==> src/rtl/freq_meter_pkg.sv <==
// Shared types and helpers for the frequency-meter display path.
// Holds the converter FSM states and the decimal-range helper.
package freq_meter_pkg;

    typedef enum logic [1:0] {
        ST_IDLE    = 2'd0,
        ST_CONVERT = 2'd1,
        ST_SEND    = 2'd2
    } fsm_state_t;

    localparam logic [3:0] BCD_NINE = 4'h9;

    function automatic longint unsigned pow10(input int unsigned n);
        longint unsigned acc;
        acc = 1;
        for (int unsigned i = 0; i < n; i++) begin
            acc = acc * 10;
        end
        return acc;
    endfunction

endpackage

==> src/rtl/bcd_dabble_step.sv <==
// One double-dabble iteration: add 3 to every digit >= 5, then shift
// the BCD vector left by one with the binary MSB entering bit 0.
module bcd_dabble_step #(
    parameter int DIGITS = 6
) (
    input  logic [4*DIGITS-1:0] i_bcd,
    input  logic                i_msb,
    output logic [4*DIGITS-1:0] o_bcd
);

    logic [4*DIGITS-1:0] w_adj;

    genvar gi;
    generate
        for (gi = 0; gi < DIGITS; gi++) begin : g_digit
            assign w_adj[4*gi +: 4] = (i_bcd[4*gi +: 4] >= 4'd5) ?
                                      (i_bcd[4*gi +: 4] + 4'd3) :
                                      i_bcd[4*gi +: 4];
        end
    endgenerate

    // The top bit falls off here; it can only be set when the value overflowed.
    assign o_bcd = (w_adj << 1) | {{(4*DIGITS-1){1'b0}}, i_msb};

endmodule

==> src/rtl/axis_bin_to_bcd.sv <==
// AXI-stream binary-to-BCD converter feeding the seven-segment controller.
// One count in, one saturating packed-BCD result out, BIN_WIDTH shift cycles each.
module axis_bin_to_bcd
    import freq_meter_pkg::*;
#(
    parameter int         BIN_WIDTH = 20,
    parameter int         DIGITS    = 6,
    parameter logic [7:0] DEST_ID   = 8'h7F
) (
    input  logic                  clk,
    input  logic                  rst,
    input  logic                  s_tvalid,
    output logic                  s_tready,
    input  logic [BIN_WIDTH-1:0]  s_tdata,
    output logic                  m_tvalid,
    input  logic                  m_tready,
    output logic [4*DIGITS-1:0]   m_tdata,
    output logic                  m_tuser,
    output logic [7:0]            m_tdest
);

    localparam int CNT_W = $clog2(BIN_WIDTH + 1);
    localparam int CMP_W = (BIN_WIDTH > 27) ? BIN_WIDTH : 27;
    localparam logic [CMP_W-1:0]    MAX_VAL   = CMP_W'(pow10(DIGITS) - 64'd1);
    localparam logic [CNT_W-1:0]    LAST_ITER = CNT_W'(BIN_WIDTH - 1);
    localparam logic [4*DIGITS-1:0] ALL_NINES = {DIGITS{BCD_NINE}};

    generate
        if (BIN_WIDTH < 1 || BIN_WIDTH > 32) begin : g_bad_bin_width
            $error("axis_bin_to_bcd: BIN_WIDTH must be in 1..32");
        end
        if (DIGITS < 1 || DIGITS > 8) begin : g_bad_digits
            $error("axis_bin_to_bcd: DIGITS must be in 1..8");
        end
    endgenerate

    fsm_state_t             r_state;
    logic [BIN_WIDTH-1:0]   r_bin;
    logic [4*DIGITS-1:0]    r_bcd;
    logic [CNT_W-1:0]       r_cnt;
    logic                   r_ovf;
    logic                   r_s_tready;
    logic                   r_m_tvalid;
    logic [4*DIGITS-1:0]    r_m_tdata;
    logic                   r_m_tuser;

    logic [4*DIGITS-1:0]    w_bcd_next;
    logic                   w_ovf;

    // Widened compare so 10^DIGITS-1 is never truncated for narrow inputs.
    assign w_ovf = (CMP_W'(s_tdata) > MAX_VAL);

    bcd_dabble_step #(
        .DIGITS (DIGITS)
    ) u_step (
        .i_bcd  (r_bcd),
        .i_msb  (r_bin[BIN_WIDTH-1]),
        .o_bcd  (w_bcd_next)
    );

    always_ff @(posedge clk or negedge rst) begin
        if (!rst) begin
            r_state    <= ST_IDLE;
            r_bin      <= '0;
            r_bcd      <= '0;
            r_cnt      <= '0;
            r_ovf      <= 1'b0;
            r_s_tready <= 1'b0;
            r_m_tvalid <= 1'b0;
            r_m_tdata  <= '0;
            r_m_tuser  <= 1'b0;
        end else begin
            case (r_state)
                ST_IDLE: begin
                    r_s_tready <= 1'b1;
                    if (s_tvalid && r_s_tready) begin
                        r_bin      <= s_tdata;
                        r_bcd      <= '0;
                        r_cnt      <= '0;
                        r_ovf      <= w_ovf;
                        r_s_tready <= 1'b0;
                        r_state    <= ST_CONVERT;
                    end
                end
                ST_CONVERT: begin
                    r_bcd <= w_bcd_next;
                    r_bin <= r_bin << 1;
                    r_cnt <= r_cnt + 1'b1;
                    if (r_cnt == LAST_ITER) begin
                        r_state    <= ST_SEND;
                        r_m_tvalid <= 1'b1;
                        r_m_tdata  <= r_ovf ? ALL_NINES : w_bcd_next;
                        r_m_tuser  <= r_ovf;
                    end
                end
                ST_SEND: begin
                    if (m_tready) begin
                        r_m_tvalid <= 1'b0;
                        r_s_tready <= 1'b1;
                        r_state    <= ST_IDLE;
                    end
                end
                default: begin
                    r_state <= ST_IDLE;
                end
            endcase
        end
    end

    assign s_tready = r_s_tready;
    assign m_tvalid = r_m_tvalid;
    assign m_tdata  = r_m_tdata;
    assign m_tuser  = r_m_tuser;
    assign m_tdest  = DEST_ID;

endmodule

==> config.mk <==
export PLATFORM = sky130hd
export DESIGN_NAME = axis_bin_to_bcd
export DESIGN_NICKNAME = d
export VERILOG_FILES = /design/src/rtl/freq_meter_pkg.sv /design/src/rtl/bcd_dabble_step.sv /design/src/rtl/axis_bin_to_bcd.sv
export SDC_FILE = /design/constraint.sdc
export NUM_CORES = 1
export LEC_CHECK = 0
export ABC_CLOCK_PERIOD_IN_PS = 4830
export CELL_PAD_IN_SITES_DETAIL_PLACEMENT = 1
export CELL_PAD_IN_SITES_GLOBAL_PLACEMENT = 1
export CORE_ASPECT_RATIO = 0.75
export CORE_MARGIN = 5
export CORE_UTILIZATION = 45
export CTS_CLUSTER_DIAMETER = 80
export DETAILED_ROUTE_END_ITERATION = 10
export PLACE_DENSITY_LB_ADDON = 0.1
export SLEW_MARGIN = 5
export SYNTH_ARGS = -nofsm -noshare
export SYNTH_HDL_FRONTEND = slang
export SYNTH_SLANG_ARGS = --single-unit
==> constraint.sdc <==
create_clock -name clk -period 4.83 [get_ports clk]
set_clock_uncertainty 0.1 [all_clocks]
set_input_delay 0.966 -clock clk [delete_from_list [all_inputs] [get_ports clk]]
set_output_delay 0.966 -clock clk [all_outputs]
set_load 0.03 [all_outputs]
* After elaboration in Yosys (flattened, before gate mapping)
Index checks and enable logic that the tools add are counted.
** Word-level totals
- Bits in latches :: 0
- Register bits :: 79
- Memories :: 0
- ROM bits :: 0
- Output and inout bits :: 35
- RAM bits :: 0
- Logic and storage cells :: 64
** Operators by class
- Divide/modulo/power cells :: 0
- Multiplexer cells :: 23
- $add $sub $neg :: 7
- Eq/ne operators :: 6
- Reduce and logical (&&, ||, !) cells :: 11
- $mul :: 0
- Shift-type cells :: 0
- Bitwise operators :: 1
- Order comparisons :: 7
** Operators with widths (number)
- $mux 24 :: 2
- $pmux 24 s2 :: 1
- $pmux 20 s2 :: 1
- $ge 4x3->1 const B :: 6
- $or 24x1->24 :: 1
- $add 4x2->4 const B :: 5
- $gt 20x20->1 const B :: 1
- $mux 20 :: 1
- $mux 4 :: 5
- $pmux 5 s2 :: 1
- $reduce_and 2->1 :: 4
- $mux 2 :: 3
- $ne 2x2->1 const B :: 3
- $pmux 2 s3 :: 1
- $reduce_and 3->1 :: 2
- $reduce_bool 2->1 :: 3
- $add 5x1->5 const B :: 1
- $eq 5x5->1 const B :: 1
- $mux 5 :: 1
- $mux 1 :: 4
- $pmux 1 s2 :: 2
- $add 3x2->3 const B :: 1
- $mux 3 :: 1
- $eq 2x1->1 const B :: 1
- other kinds (3) :: 3

* Logic depth before layout (Yosys ltp)
- Word-level depth :: 4
- Gate-level depth with buffers :: 8
- Mapped depth without buffers :: 6

* Hierarchy
From an unflattened synthesis, not the netlist that was laid out.
** Second synthesis, totals
- Cell total of the unflattened synthesis :: 448
- Area, all modules :: 4176.5 sq um
** Modules (own cells, without submodules)
- axis_bin_to_bcd :: cells each 355, times used 1, area each 3580.9 sq um
- bcd_dabble_step :: cells each 93, times used 1, area each 595.6 sq um

* Least setup slack after synthesis
No wires, ideal clock.
- Kind :: input to register
- From :: in s_tvalid
- To :: reg r_bin[10]
- Path slack :: 2798 ps
- Path buffers :: 1
- Library setup time :: 127 ps
- Data required time :: 4603 ps
- Arrival time :: 1805 ps
- Cell stages on the path :: 5
- Path through :: a21oi_2 > or2_1 > buf_2 > a222oi_1 > inv_1
** Between the ends
- Word-level cells in the longest chain between the ends :: 3
** Ends and longest elaborated chain
- from (decl) :: RTL line axis_bin_to_bcd.sv:12 : input logic s_tvalid,
- $logic_and 1x1->1 :: RTL line axis_bin_to_bcd.sv:76 : if (s_tvalid && r_s_tready) begin
- $ne 2x2->1 (no source line)
- $reduce_and 2->1 (no source line)
- to (signal assigned) :: RTL line axis_bin_to_bcd.sv:77 : r_bin <= s_tdata;
- to (signal assigned) :: RTL line axis_bin_to_bcd.sv:87 : r_bin <= r_bin << 1;
- to (decl) :: RTL line axis_bin_to_bcd.sv:38 : logic [BIN_WIDTH-1:0] r_bin;
No other way between the ends.
A chain may end at the register's enable or synchronous reset.

* Worst setup path after layout
- From :: in s_tvalid
- To :: reg r_bin[13]
Same word-level chain as after synthesis.

==> metrics.txt <==
# TYPE chip_impl_metric gauge
chip_impl_metric{name="max_cap_viol",unit=""} 0
chip_impl_metric{name="portBuffers",unit=""} 50
chip_impl_metric{name="maxSlewHeadroom",unit="%"} 21.5
chip_impl_metric{name="yosysWarningCount",unit=""} 0
chip_impl_metric{name="p_per_area",unit="mW/mm^2"} 748
chip_impl_info{name="grt_setup_unrepaired",value="no"} 1
chip_impl_metric{name="cts.sinks",unit=""} 79
chip_impl_metric{name="syn-instance-count",unit=""} 344
chip_impl_metric{name="grt_max_degree",unit=""} 80
chip_impl_metric{name="clock_insertion_delay_worst_skew",unit="ps"} 350
chip_impl_metric{name="first_iter_violations",unit=""} 217
chip_impl_metric{name="post_cts_resized",unit=""} 0
chip_impl_metric{name="fp.dieW",unit="um"} 115
chip_impl_metric{name="met1_length",unit="um"} 4440
chip_impl_metric{name="first_global_vias",unit=""} 3108
chip_impl_metric{name="final-max-slew-violation-count",unit=""} 0
chip_impl_metric{name="route.antenna.remaining_nets",unit=""} 0
chip_impl_metric{name="finalSetupViolations",unit=""} 0
chip_impl_info{name="post-synth-top-area-cell",value="sky130_fd_sc_hd__dfrtp_1"} 1
chip_impl_metric{name="ys_async_sr_fraction",unit="%"} 100
chip_impl_metric{name="hold_ws",unit="ps"} 383
chip_impl_info{name="most_used_dff_post_synth",value="sky130_fd_sc_hd__dfrtp_1"} 1
chip_impl_metric{name="synth_largest_type_area_fraction",unit="%"} 53.3
chip_impl_metric{name="final_hold_viol_count",unit=""} 0
chip_impl_metric{name="detailedRoute.firstPassIterationCount",unit=""} 6
chip_impl_metric{name="maxClockFrequency",unit="GHz"} 0.354
chip_impl_metric{name="layout.cells.non_filler",unit=""} 498
chip_impl_metric{name="period_needed",unit="ps"} 2820
chip_impl_metric{name="netlist-cell-type-count",unit=""} 37
chip_impl_metric{name="starting_density_of_the_core",unit="%"} 46.7
chip_impl_metric{name="drt-wirelength-per-cell",unit="um"} 18.7
chip_impl_info{name="ys_top_cells_by_area",value="sky130_fd_sc_hd__dfrtp_1 (53%), sky130_fd_sc_hd__a22o_1 (6.1%), sky130_fd_sc_hd__ha_1 (4.4%)"} 1
chip_impl_info{name="synth_most_common_cell",value="sky130_fd_sc_hd__dfrtp_1"} 1
chip_impl_metric{name="std_cell_rows",unit=""} 28
chip_impl_metric{name="grt_overflow_total",unit=""} 0
chip_impl_metric{name="grt_first_pass_wirelength",unit="um"} 15800
chip_impl_metric{name="die_height",unit="um"} 88.7
chip_impl_info{name="cp-start-kind",value="input port"} 1
chip_impl_metric{name="arrival",unit="ps"} 3020
chip_impl_metric{name="drc",unit=""} 0
chip_impl_metric{name="dieArea",unit="mm^2"} 0.0102
chip_impl_metric{name="cts.clk_slew.worst_paths",unit="ps"} 80
chip_impl_info{name="cts_root_buffer",value="sky130_fd_sc_hd__clkbuf_8"} 1
chip_impl_metric{name="finalSetupTns",unit="ps"} 0
chip_impl_info{name="clock_tree_from_tritoncts",value="built"} 1
chip_impl_metric{name="ctsLongestPathBuffers",unit=""} 2
chip_impl_metric{name="cts_setup_buffers",unit=""} 0
chip_impl_metric{name="synth_area",unit="mm^2"} 0.00371
chip_impl_metric{name="place.gp.congestion",unit=""} 0.793
chip_impl_metric{name="synthToLayoutAreaGrowth",unit="%"} 20.0
chip_impl_info{name="route.top_layer_used",value="met4"} 1
chip_impl_metric{name="numCtsBuffers",unit=""} 9
chip_impl_metric{name="antenna-diode-count",unit=""} 0
chip_impl_metric{name="route.final.wire_length",unit="um"} 9300
chip_impl_metric{name="tightest_slew",unit="ps"} 1180
chip_impl_metric{name="layout.nets",unit=""} 425
chip_impl_metric{name="avgViaCountPerCell",unit=""} 5.77
chip_impl_metric{name="grt_util_all_layers",unit="%"} 19.6
chip_impl_metric{name="dp.final_hpwl",unit="um"} 6150
chip_impl_metric{name="timing.critical_path.required",unit="ps"} 5020
chip_impl_metric{name="placement.setup.worst_slack",unit="ps"} 1620
chip_impl_metric{name="htree_num_levels",unit=""} 3
chip_impl_metric{name="num_io_pins",unit=""} 59
chip_impl_metric{name="yosysSeqAreaShare",unit="%"} 53.3
chip_impl_info{name="critical_path_capture_point_type",value="flop"} 1
chip_impl_metric{name="post_synth_edffs",unit=""} 0
chip_impl_metric{name="timing.final.crit_share",unit="%"} 58.4
chip_impl_metric{name="worstPathMaxFanout",unit=""} 30
chip_impl_metric{name="setup_ws",unit="ps"} 2010
chip_impl_info{name="synth.top_cells.by_count",value="sky130_fd_sc_hd__dfrtp_1 (79), sky130_fd_sc_hd__inv_1 (29), sky130_fd_sc_hd__a22o_1 (26), sky130_fd_sc_hd__a21oi_1 (25), sky130_fd_sc_hd__nor2_1 (23)"} 1
chip_impl_metric{name="power.static_leakage",unit="uW"} 0.00204
chip_impl_metric{name="synthesis.area_per_instance",unit="um^2"} 10.8
chip_impl_info{name="critical_path_class",value="input port to flop"} 1
chip_impl_metric{name="antenna_found_initial",unit=""} 0
chip_impl_metric{name="route.met2.wl",unit="um"} 4330
chip_impl_metric{name="core_area",unit="mm^2"} 0.00795
chip_impl_info{name="outcome",value="complete, no violations"} 1
chip_impl_metric{name="worst_ir_drop_vdd",unit="mV"} 0.316
chip_impl_metric{name="post-place-cells",unit=""} 482
chip_impl_info{name="hold_path_class",value="flop to flop"} 1
chip_impl_metric{name="route.met3.wl",unit="um"} 405
chip_impl_metric{name="number_of_synthesized_register_bits",unit=""} 79
chip_impl_metric{name="drive_above_1_share",unit="%"} 6.11
chip_impl_metric{name="routed-via-count",unit=""} 2874
chip_impl_metric{name="cts_hold_repair.buffers",unit=""} 0
chip_impl_metric{name="fillCellCount",unit=""} 861
## power by group
| part | total, uW | switching [uW] | internal (uW) |
|---|---|---|---|
| Sequential | 1210 | 251 | 957 |
| Clock | 539 | 247 | 291 |
| Combinational | 1590 | 896 | 692 |
## registers in the layout, summed over array words and instances, names as in the netlist
name / cells
m_tdata: 24
m_tuser: 1
m_tvalid: 1
r_bcd: 24
r_bin: 20
r_cnt: 5
r_ovf: 1
r_state: 2
s_tready: 1
## final timing paths
| check | startpoint | end | cells past startpoint | slack (ps) |
|---|---|---|---|---|
| setup / recovery | s_tvalid | r_bin[13] | 5 | 2010 |
| hold / removal | m_tdata[0] | m_tdata[0] | 2 | 380 |
| setup reg to reg | r_state[0] | r_bin[13] | 4 | 2640 |
| hold reg to reg | m_tdata[0] | m_tdata[0] | 2 | 380 |
| max in group asynchronous | rst | m_tdata[10] | 1 | 3320 |
| min in group asynchronous | rst | r_cnt[4] | 1 | 680 |
## layout by cell type, fill, tap and decap left out, types with 11 or more instances in the layout
cell                               n
sky130_fd_sc_hd__o21ai_0          12
sky130_fd_sc_hd__nor2_1           23
sky130_fd_sc_hd__ha_1             13
sky130_fd_sc_hd__a21oi_1          25
sky130_fd_sc_hd__nand2_1          17
sky130_fd_sc_hd__dfrtp_1          79
sky130_fd_sc_hd__a222oi_1         15
sky130_fd_sc_hd__a22o_1           26
sky130_fd_sc_hd__nor3b_1          11
sky130_fd_sc_hd__clkdlybuf4s50_1  49
sky130_fd_sc_hd__inv_1            29
## critical path: stages
cell,delay [ps]
sky130_fd_sc_hd__clkdlybuf4s50_1,440
sky130_fd_sc_hd__a21oi_2,270
sky130_fd_sc_hd__or2_1,930
sky130_fd_sc_hd__a222oi_1,300
sky130_fd_sc_hd__inv_1,100
## per-layer routing
layer	vias up	GRT usage, %
li1	1330	-
met1	1471	25.9
met2	62	32.1
met3	11	4.72
met4	0	6.18
met5	-	0
## layout make-up
cell class	count	area [um^2]	share of cell area, %
flip-flops and latches	79	1980	44.4
well taps	105	131	2.95
repair buffers	53	520	11.7
clock buffers	11	131	2.95
multi-input cells	216	1500	33.8
clock inverters	5	82.6	1.85
inverters	29	109	2.44
## stage by stage
step,util [%],area (um^2),total power [uW]
global placement,53.3,4240,2730
detailed placement,53.3,4240,2810
finish,56.0,4460,3330
CTS,56.0,4460,3360
global route,56.0,4460,3580
floorplan,-,3730,2280
## cell families (layout without fill, tap and decap cells)
group	after synthesis	count (layout)	share of synthesized area, %
buffers and inverters	55	98	7.04
AO/OA/AOI/OAI	109	109	21.5
other	2	8	0.202
XOR/XNOR	7	7	1.65
AND/OR/NAND/NOR	73	73	10.4
adder cells (fa/ha/maj)	13	13	4.38
flip-flops	79	79	53.3
multiplexers	6	6	1.62
(Power assumes the default switching activity.)
==> RTL change 1: new RTL, same settings <==
Reset style: synchronous (`rst`), changed in one clocked block.
--- a/src/rtl/axis_bin_to_bcd.sv
+++ b/src/rtl/axis_bin_to_bcd.sv
@@ -59,5 +59,5 @@
     );
 
-    always_ff @(posedge clk or negedge rst) begin
+    always_ff @(posedge clk) begin
         if (!rst) begin
             r_state    <= ST_IDLE;
Behaviour: differs if rst is asserted again (counterexample within 4 cycles, from zero or initial values and one cycle with rst low); with rst held inactive, the same outputs for 10 cycles.
==> RTL change 1 against the unedited design <==
Synthesized cell count up 23%. Final area up 3.3%. Worst setup slack better by 0.018 ns. Sequential cell count stayed put. Area after synthesis rose by 2.1%. Routed wire length is 8.5% higher. Critical path type unchanged. Highest routed layer unchanged.
Power is not compared: it rests on default switching activity, and its combinational part moved more than twofold at a synthesized area within 25%.
==> RTL change 1: results (changes against the unedited design) <==
| Metric | Value |
|---|---|
| Syn. warnings | 0 (unchanged) |
| Metal2 WL | 4790 um (+11%) |
| Detailed-placement wirelength estimate | 6740 um (+9.6%) |
| Largest net degree at the start of global routing | 43 (-46%) |
| Sequential cell area | 1580 um^2 (-20%) |
| DRT Pass-1 Iters | 5 (-1) |
| Placer Congestion | 0.753 (-5.1%) |
| Clk slew on worst S/H paths | 0.06 ns (-0.02 ns) |
| R2R depth | 6 (+2) |
| Met3 wire len | 436 um (+7.7%) |
| Hold worst-path end | r_bin[16]$_SDFFE_PN0P_ |
| Critical Path End | r_cnt[3]$_SDFFE_PN0P_ |
| Tcrit/Tclk final | 0.580 (-0.00376) |
| Reg2reg end | m_tdata[9]$_SDFFE_PN0P_ |
| DR iter-0 viols | 218 (+0.46%) |
| R2r startpoint | r_cnt[0]$_SDFFE_PN0P_ |
| Logic pwr share | 0.077 |
| Max_slew headroom | 0.325 (+0.110) |
| Post-synth top cells | 79 x dfxtp_1, 51 x nand2_1, 25 x o21ai_0 |
| Hold Slack | 0.354 ns (-0.0293 ns) |
| Fillers | 978 (+14%) |
| Outcome | complete, no violations |
| Crit-path slowest cell | nor3b_1 |
| Area after DPL | 4280 um^2 (+0.83%) |
| Clock H-tree levels | 3 (unchanged) |
| Met2 Use GR | 0.349 (+0.0279) |
| Synth area leaders | dfxtp_1 42%, nand2_1 5.0%, ha_1 4.3%, a21o_1 3.4%, nand3b_1 3.4% |
| Delay of the slowest cell on the worst path | 0.58 ns (-0.35 ns) |
| Place WS | 1.68 ns (+0.0613 ns) |
| Vias per cell | 5.55 (-3.9%) |
| First-pass GRT wire length | 16700 um (+5.7%) |
| Synth cell types | 41 (+11%) |
| Met3 Usage GRT | 0.0521 (+0.00493) |
| Gr usage total | 0.208 (+0.0125) |
| Register area share after synthesis | 0.417 (-0.115) |
| Vias in the first global route | 3275 (+5.4%) |
| DR top layer | met4 |
| Grt met1 use | 0.267 (+0.00808) |
| Layout Nets | 496 (+17%) |
| CP arrival | 2.93 ns (-0.09 ns) |
| Post-synthesis async set-or-reset flop share | 0 (-1.00) |
| DP Cell Count | 556 (+15%) |
| Register-to-register setup slack | 2.42 ns (-0.22 ns) |
| Layout cell share with drive strength beyond 1 | 0.0517 (-0.00934) |
| Hold Violations, Final | 0 (unchanged) |
| Drt total wl | 10100 um (+8.5%) |
| M1 WL | 4730 um (+6.5%) |
| Hold Crit Start | r_bin[16]$_SDFFE_PN0P_ |
RTL change 1: changes by cell type in the layout (fill, tap and decap cells not counted), moves of 13 or more:
cell | unedited run | this run
a21boi_0 | 0 | 13
a21o_1 | 1 | 17
a222oi_1 | 15 | 0
a22o_1 | 26 | 12
dfrtp_1 | 79 | 0
dfxtp_1 | 0 | 79
inv_1 | 29 | 14
nand2_1 | 17 | 51
nand3b_1 | 0 | 17
o21ai_0 | 12 | 25
RTL change 1: layout make-up:
type | instances | area share
Clock buffer | 13 | 0.0566
Clock inverter | 3 | 0.0141
Inverter | 14 | 0.0114
Multi-Input combinational cell | 299 | 0.427
Sequential cell | 79 | 0.344
Tap cell | 108 | 0.0294
Timing Repair Buffer | 56 | 0.117
RTL change 1: logic make-up after synthesis:
kind of cell / share of synthesized area
simple gates: 0.192
mux: 0.0211
compound gates: 0.234
xor+xnor: 0.0208
other cells: 0.00198
fa+ha+maj: 0.0429
flops: 0.417
buf+inv: 0.0700
==> RTL change 2: new RTL, same settings <==
Made on the original files. `DIGITS` is set to 6 in 2 places; all go to 7.
--- a/src/rtl/bcd_dabble_step.sv
+++ b/src/rtl/bcd_dabble_step.sv
@@ -2,5 +2,5 @@
 // the BCD vector left by one with the binary MSB entering bit 0.
 module bcd_dabble_step #(
-    parameter int DIGITS = 6
+    parameter int DIGITS = 7
 ) (
     input  logic [4*DIGITS-1:0] i_bcd,
--- a/src/rtl/axis_bin_to_bcd.sv
+++ b/src/rtl/axis_bin_to_bcd.sv
@@ -5,5 +5,5 @@
 #(
     parameter int         BIN_WIDTH = 20,
-    parameter int         DIGITS    = 6,
+    parameter int         DIGITS    = 7,
     parameter logic [7:0] DEST_ID   = 8'h7F
 ) (
Interface: changed (resized m_tdata); port bits go from 59 to 63. No check against the original RTL was run, so the function may have changed too.
==> RTL change 2 against the unedited design <==
Die area is 7.4% higher. Cell count is 6.4% higher. Worst hold slack worse by 0.0025 ns. Area after synthesis is 8.3% higher. Sequential power is 5% higher. Power is 6.4% higher. Sequential cell count is 6 higher. First-iteration DRC count is 4.1% higher. Routed wire length is 1.9% higher. Final area is 8.8% higher. Worst setup slack worse by 0.086 ns. Count of clock-buffer cells in the layout is 3 higher.
==> RTL change 2: results (changes against the unedited design) <==
| Metric | Value |
|---|---|
| DR iter-0 viols | 226 (+4.1%) |
| Max IR drop VDD | 373 uV (+18%) |
| Register-to-register setup slack | 2.02 ns (-0.62 ns) |
| P per Cell Area | 732 nW/um^2 (-2.2%) |
| Adder-Cell Fraction of Synth Area | 0.0467 (+0.00287) |
| Critical Path End | r_bcd[27]$_DFFE_PN0P_ |
| Register area share after synthesis | 0.529 (-0.00342) |
| Drt total wl | 9480 um (+1.9%) |
| Worst skew pair latency | 0.33 ns (-0.02 ns) |
| Placer Congestion | 0.746 (-5.9%) |
| Worst-path fanout max | 35 (+17%) |
| Detailed-route via count | 2984 (+3.8%) |
| CP arrival | 3.07 ns (+0.05 ns) |
| Post-synthesis xor/xnor area fraction | 0.0153 (-0.00126) |
| Synth area leaders | dfrtp_1 53%, o21ai_0 5.1%, a222oi_1 4.7%, ha_1 4.7%, a22o_1 3.3% |
| Clk Tree Root Cell | clkbuf_16 |
| First-pass GRT wire length | 16300 um (+3.3%) |
| DRT Pass-1 Iters | 8 (+2) |
| Clk slew on worst S/H paths | 0.06 ns (-0.02 ns) |
| Total leakage power | 2.34 nW (+14%) |
| Hold Crit Start | m_tdata[15]$_DFFE_PN0P_ |
| Reg2reg end | m_tdata[13]$_DFFE_PN0P_ |
| Combinational logic power | 1.63 mW (+3%) |
| Share of the synthesized area in the top cell type | 0.529 (-0.00342) |
| Gr usage total | 0.184 (-0.0115) |
| Vias in the first global route | 3226 (+3.8%) |
| R2R depth | 3 (-1) |
| Delay of the slowest cell on the worst path | 0.95 ns (+0.02 ns) |
| Fillers | 945 (+9.8%) |
| Tcrit/Tclk final | 0.602 (+0.0178) |
| Post-synthesis compound-gate area fraction | 0.162 (-0.0525) |
| Synth cell types | 30 (-19%) |
| Hold worst-path end | m_tdata[15]$_DFFE_PN0P_ |
| Outcome | complete, no violations |
| Power Internal | 2.10 mW (+8.2%) |
| Largest net degree at the start of global routing | 86 (+7.5%) |
| Detailed-placement wirelength estimate | 6240 um (+1.5%) |
| Layout cell share with drive strength beyond 1 | 0.0782 (+0.0171) |
-- RTL change 2: metrics by stage --
step | instances | hold WS, ns | power, mW | cell area (um^2) | setup slack, ns
final | 530 | 0.381 | 3.55 | 4850 | 1.92
after global routing | 530 | 0.422 | 3.83 | 4850 | 1.78
after CTS | 530 | 0.391 | 3.59 | 4850 | 1.93
after detailed placement | 515 | 0.372 | 2.90 | 4570 | 1.58
after global placement | 515 | 0.360 | 2.80 | 4570 | 1.66
after floorplan | 379 | 0.347 | 2.38 | 4050 | 2.77
-- RTL change 2: routing by layer --
metal,wire (um),up-vias,GRT usage
li1,-,1388,-
met1,4380,1537,0.240
met2,4690,55,0.306
met3,358,4,0.0560
met4,47,0,0.0376
met5,0,-,0
-- RTL change 2: layout make-up --
type,instances,area share
Sequential cell,85,0.439
Clock buffer,14,0.0565
Tap cell,108,0.0279
Timing Repair Buffer,55,0.112
Inverter,35,0.0271
Multi-Input combinational cell,232,0.336
Clock inverter,1,0.00103
